<file path="config.mk">
export PLATFORM = sky130hd
export DESIGN_NAME = prga_enc
export DESIGN_NICKNAME = d
export VERILOG_FILES = /design/src/rtl/prga_enc.sv
export SDC_FILE = /design/constraint.sdc
export NUM_CORES = 1
export LEC_CHECK = 0
export BUFFER_PORTS_ARGS = -buffer_cell sky130_fd_sc_hd__clkbuf_2
export CAP_MARGIN = 30
export CORE_UTILIZATION = 45
export CTS_CLUSTER_SIZE = 8
export DETAILED_ROUTE_END_ITERATION = 16
export PLACE_DENSITY = 0.66
export SKIP_CTS_REPAIR_TIMING = 1
export SYNTH_ARGS = -nofsm -noshare
export SYNTH_HDL_FRONTEND = slang
export SYNTH_SLANG_ARGS = --single-unit
export TNS_END_PERCENT = 50
</file>
<file path="constraint.sdc">
create_clock -name clk -period 2.05 [get_ports clk]
set_input_delay 0.41 -clock clk [delete_from_list [all_inputs] [get_ports clk]]
set_output_delay 0.41 -clock clk [all_outputs]
set_load 0.005 [all_outputs]
</file>
<file path="src/rtl/prga_enc.sv">
// ARC4 keystream encryptor: length-prefixed PT in, length-prefixed CT out.
// Optional ct_xsum output enabled by defining PRGA_ENC_CHECKSUM_EN.
module prga_enc #(
  parameter logic [7:0] PT_BASE = 8'd0,
  parameter logic [7:0] CT_BASE = 8'd0
) (
  input  logic       clk,
  input  logic       rst_n,
  input  logic       en,
  output logic       rdy,
  output logic [7:0] s_addr,
  input  logic [7:0] s_rddata,
  output logic [7:0] s_wrdata,
  output logic       s_wren,
  output logic [7:0] pt_addr,
  input  logic [7:0] pt_rddata,
  output logic [7:0] ct_addr,
  output logic [7:0] ct_wrdata,
  output logic       ct_wren
`ifdef PRGA_ENC_CHECKSUM_EN
  ,
  output logic [7:0] ct_xsum
`endif
);

  typedef enum logic [3:0] {
    IDLE,
    LEN_A,
    LEN_W,
    LEN_WR,
    B1,
    B2,
    B3,
    B4,
    B5,
    B6,
    B7,
    B8,
    B9,
    DONE
  } state_t;

  state_t     state_q, state_d;
  logic       rdy_q, rdy_d;
  logic [7:0] s_addr_q, s_addr_d;
  logic [7:0] s_wrdata_q, s_wrdata_d;
  logic       s_wren_q, s_wren_d;
  logic [7:0] pt_addr_q, pt_addr_d;
  logic [7:0] ct_addr_q, ct_addr_d;
  logic [7:0] ct_wrdata_q, ct_wrdata_d;
  logic       ct_wren_q, ct_wren_d;
  logic [7:0] i_q, i_d;
  logic [7:0] j_q, j_d;
  logic [7:0] k_q, k_d;
  logic [7:0] l_q, l_d;
  logic [7:0] si_q, si_d;
  logic [7:0] sj_q, sj_d;
  logic [7:0] ptb_q, ptb_d;
`ifdef PRGA_ENC_CHECKSUM_EN
  logic [7:0] xsum_q, xsum_d;
`endif

  // Outputs are registered, so each branch loads the values the next state presents.
  always_comb begin
    state_d     = state_q;
    rdy_d       = 1'b0;
    s_addr_d    = s_addr_q;
    s_wrdata_d  = s_wrdata_q;
    s_wren_d    = 1'b0;
    pt_addr_d   = pt_addr_q;
    ct_addr_d   = ct_addr_q;
    ct_wrdata_d = ct_wrdata_q;
    ct_wren_d   = 1'b0;
    i_d         = i_q;
    j_d         = j_q;
    k_d         = k_q;
    l_d         = l_q;
    si_d        = si_q;
    sj_d        = sj_q;
    ptb_d       = ptb_q;
`ifdef PRGA_ENC_CHECKSUM_EN
    xsum_d      = xsum_q;
`endif
    unique case (state_q)
      IDLE: begin
        rdy_d = 1'b1;
        if (en) begin
          state_d   = LEN_A;
          rdy_d     = 1'b0;
          i_d       = 8'd0;
          j_d       = 8'd0;
          k_d       = 8'd1;
          pt_addr_d = PT_BASE;
`ifdef PRGA_ENC_CHECKSUM_EN
          xsum_d    = 8'd0;
`endif
        end
      end
      LEN_A: state_d = LEN_W;
      LEN_W: begin
        state_d     = LEN_WR;
        l_d         = pt_rddata;
        ct_addr_d   = CT_BASE;
        ct_wrdata_d = pt_rddata;
        ct_wren_d   = 1'b1;
      end
      LEN_WR: begin
        if (l_q != 8'd0) begin
          state_d   = B1;
          i_d       = i_q + 8'd1;
          s_addr_d  = i_q + 8'd1;
          pt_addr_d = PT_BASE + k_q;
        end else begin
          state_d = DONE;
        end
      end
      B1: state_d = B2;
      B2: begin
        state_d  = B3;
        si_d     = s_rddata;
        ptb_d    = pt_rddata;
        j_d      = j_q + s_rddata;
        s_addr_d = j_q + s_rddata;
      end
      B3: state_d = B4;
      B4: begin
        state_d    = B5;
        sj_d       = s_rddata;
        s_addr_d   = j_q;
        s_wrdata_d = si_q;
        s_wren_d   = 1'b1;
      end
      B5: begin
        state_d    = B6;
        s_addr_d   = i_q;
        s_wrdata_d = sj_q;
        s_wren_d   = 1'b1;
      end
      B6: begin
        state_d  = B7;
        s_addr_d = si_q + sj_q;
      end
      B7: state_d = B8;
      B8: begin
        state_d     = B9;
        ct_addr_d   = CT_BASE + k_q;
        ct_wrdata_d = ptb_q ^ s_rddata;
        ct_wren_d   = 1'b1;
`ifdef PRGA_ENC_CHECKSUM_EN
        xsum_d      = xsum_q ^ ptb_q ^ s_rddata;
`endif
      end
      B9: begin
        if (k_q == l_q) begin
          state_d = DONE;
        end else begin
          state_d   = B1;
          k_d       = k_q + 8'd1;
          i_d       = i_q + 8'd1;
          s_addr_d  = i_q + 8'd1;
          pt_addr_d = PT_BASE + k_q + 8'd1;
        end
      end
      DONE: begin
        state_d = IDLE;
        rdy_d   = 1'b1;
      end
      default: begin
        state_d = IDLE;
        rdy_d   = 1'b1;
      end
    endcase
  end

  always_ff @(posedge clk or negedge rst_n) begin
    if (!rst_n) begin
      state_q     <= IDLE;
      rdy_q       <= 1'b1;
      s_addr_q    <= 8'd0;
      s_wrdata_q  <= 8'd0;
      s_wren_q    <= 1'b0;
      pt_addr_q   <= 8'd0;
      ct_addr_q   <= 8'd0;
      ct_wrdata_q <= 8'd0;
      ct_wren_q   <= 1'b0;
      i_q         <= 8'd0;
      j_q         <= 8'd0;
      k_q         <= 8'd0;
      l_q         <= 8'd0;
      si_q        <= 8'd0;
      sj_q        <= 8'd0;
      ptb_q       <= 8'd0;
`ifdef PRGA_ENC_CHECKSUM_EN
      xsum_q      <= 8'd0;
`endif
    end else begin
      state_q     <= state_d;
      rdy_q       <= rdy_d;
      s_addr_q    <= s_addr_d;
      s_wrdata_q  <= s_wrdata_d;
      s_wren_q    <= s_wren_d;
      pt_addr_q   <= pt_addr_d;
      ct_addr_q   <= ct_addr_d;
      ct_wrdata_q <= ct_wrdata_d;
      ct_wren_q   <= ct_wren_d;
      i_q         <= i_d;
      j_q         <= j_d;
      k_q         <= k_d;
      l_q         <= l_d;
      si_q        <= si_d;
      sj_q        <= sj_d;
      ptb_q       <= ptb_d;
`ifdef PRGA_ENC_CHECKSUM_EN
      xsum_q      <= xsum_d;
`endif
    end
  end

  assign rdy       = rdy_q;
  assign s_addr    = s_addr_q;
  assign s_wrdata  = s_wrdata_q;
  assign s_wren    = s_wren_q;
  assign pt_addr   = pt_addr_q;
  assign ct_addr   = ct_addr_q;
  assign ct_wrdata = ct_wrdata_q;
  assign ct_wren   = ct_wren_q;
`ifdef PRGA_ENC_CHECKSUM_EN
  assign ct_xsum   = xsum_q;
`endif

endmodule

</file>
==> impl_metrics.ini <==
[sta]
hold_viol_final = 0
fmax_mhz = 475
fin_ws_ns = -0.0568
relSlewSlack_pct = 63.9
fin_crit_ns = 2.11
whs_ns = 0.0237
clock_skew_ns = 0.00592
worst_pin_slew_ns = 0.542
rsz0062_at_grt = true
finalSetupViolCount = 1
finalMaxSlewViolations = 0
finalCritPeriodShare_pct = 103

[critical_path]
r2r_slack_ns = -0.06
worstPathRequired_ns = 2.29
cp.arrival_ns = 2.35
slowest_delay_ns = 0.42
crit_chain = ha_4, fa_2, a211oi_2, o21bai_1, a21oi_1, xor2_1, o211ai_1, a22o_1
worst-path-buf-inv = 0
crit_slowest_cell = fa_2
crit_type = reg2reg
critPathMaxFanout = 3
end_kind = flip-flop
cp-start-kind = flip-flop
crit_family = compound AO/OA/AOI/OAI gates

[synthesis]
synthArstFlopShare_pct = 100
synth_fp_nets = 627
ys_warn_count = 0
ys_seq_area_share_pct = 46.0
synth_edf_count = 0
yosysTopAreaCell = dfrtp_1
yosysTopAreaCellShare_pct = 45.6
syn_area_per_cell_um2 = 9.49
synthesis.area_um2 = 5600
syn_inst = 590
synthTopCellsByArea = dfrtp_1 46%, nand2_1 9.0%, xor2_1 3.8%
synth_seq_cells = 103
yosys.cell_types.count = 64
ys.flop_type = dfrtp_1

[routing]
route.detailed.drc = 0
wl_per_cell_um = 16.0
via_per_inst = 5.42
drt_iter0_markers = 302
wl_um = 13800
vias = 4678
dr.pass1.iters = 4
ant_nets = 0

[cells_and_area]
drive_gt1_share_pct = 26.3
final_nets = 727
final_core_util_pct = 56.9
final_cell_mix = 135 x nand2_1, 100 x dfrtp_1, 60 x clkbuf_2
final_common_cell = nand2_1
n_antenna_cell = 0
area_delta_synth_final_pct = 22.6
stdcell_count = 863

[pwr]
p_per_area_nw_per_um2 = 1530
p_int_w = 0.00632
ir_drop_uv = 666
p_clk_share_pct = 18.0
combinationalPowerShare_pct = 49.3
power_switching_w = 0.00418
leakage_nw = 3.25
switching_share_pct = 39.8
p_seq_share_pct = 32.7

[outcome]
violations = negative setup slack
status = complete, but fails checks

[die]
io_pins = 62
fp-row-count = 40
die_x_um = 114
start_util_pct = 46.4
die_h_um = 114
core_um2 = 12100
die-area_um2 = 12900

[placed_design]
dp_slack_ns = -0.270
dp_hpwl_um = 10200
portBuffers = 61
dp_cells = 842
gp_congestion = 0.910

[clock_network]
clkLatencyLatePin_ns = 0.35
path_clk_slew_ns = 0.07
root_buffer = clkbuf_16
htreeDepth = 3
clock_sinks = 103
cts_buffer_depth = 2
numCtsBuffers = 9
cts_tree = built

[global_route]
grt_pass1_wl_um = 22900
grt_max_degree = 39
antenna_found_initial = 0
overflow = 0
grt_usage_pct = 22.9
grt_pass1_vias = 4620

[run]
maxCapViolCount = 0

[worst_hold_path]
hold_class = in2async
-- per-layer routing --
layer / GRT usage [%] / vias up / wire (um)
li1: - / 2268 / -
met1: 30.6 / 2278 / 6300
met2: 37.0 / 108 / 6650
met3: 3.19 / 24 / 501
met4: 10.3 / 0 / 344
met5: 0 / - / 0
-- power groups by stage --
stage	clock, W	combinational (W)	sequential, W
2_1_floorplan	0	0.00345	0.00331
3_3_place_gp	0	0.00484	0.00341
3_5_place_dp	0	0.00496	0.00345
4_1_cts	0.00193	0.00500	0.00341
5_1_grt	0.00202	0.00576	0.00353
6_report	0.00189	0.00518	0.00343
-- logic make-up after synthesis --
family,count (synthesis),synth area share (%)
buffers and inverters,32,3.28
AOI/OAI and AO/OA,151,17.3
xor gates and xnor gates,32,5.00
DFF,103,46.0
and+or+nand+nor,233,20.1
adders and majority gates,18,4.29
muxes,21,4.00
-- flip-flops by register name, indices dropped and copies added (netlist names) --
| signal | flops |
|---|---|
| pt_addr | 8 |
| k_q | 8 |
| j_q | 8 |
| l_q | 8 |
| i_q | 8 |
| ct_wrdata | 8 |
| s_addr | 8 |
| ct_wren | 1 |
| si_q | 8 |
| rdy | 1 |
| ptb_q | 8 |
| ct_addr | 8 |
| sj_q | 8 |
| s_wren | 1 |
| state_q | 4 |
| s_wrdata | 8 |
-- final cells by class --
class	count	area, um^2
Timing Repair Buffer	118	798
Clock buffer	11	253
Tap cell	168	210
Clock inverter	5	80.1
Fill cell	1033	5190
Multi-Input combinational cell	455	2930
Sequential cell	103	2580
Inverter	3	11.3
-- worst paths after layout --
path                                        start                     end  cells past startpoint
max                           sj_q[0]$_DFFE_PN0N_   s_addr[6]$_DFFE_PN0P_                      8
min                                         rst_n   s_addr[1]$_DFFE_PN0P_                      1
max reg2reg                   sj_q[0]$_DFFE_PN0N_   s_addr[6]$_DFFE_PN0P_                      8
min reg2reg                pt_addr[7]$_DFFE_PN0P_  pt_addr[7]$_DFFE_PN0P_                      1
max in group asynchronous                   rst_n           rdy$_DFF_PN1_                      2
min in group clk                     pt_rddata[0]    ptb_q[0]$_DFFE_PN0P_                      3
-- cells in the mapped netlist, drive strengths merged, types with 4 or more instances --
cell and n:
mux2i 10, a211oi 4, nor2b 4, o21ai 42
xnor2 8, a21o 7, xor2 24, a22o 15
o31ai 4, mux2 11, dfrtp 102, nand2 136
ha 16, a21oi 43, nor2 44, o211ai 4
o21bai 4, nor3 5, a31oi 10, nand3 12
nor4 5, buf 23, clkbuf 6, nand2b 9
-- per-stage QoR --
| step | power (W) | TNS (ns) | cell area, um^2 |
|---|---|---|---|
| detailed placement | 0.00841 | -0.639 | 6420 |
| global placement | 0.00826 | -0.411 | 6420 |
| global route | 0.0113 | -0.368 | 6870 |
| CTS | 0.0103 | -0.373 | 6750 |
| finish | 0.0105 | -0.0568 | 6870 |
| floorplan | 0.00676 | 0 | 5600 |
Note: power is estimated with default switching activity, not from simulation.
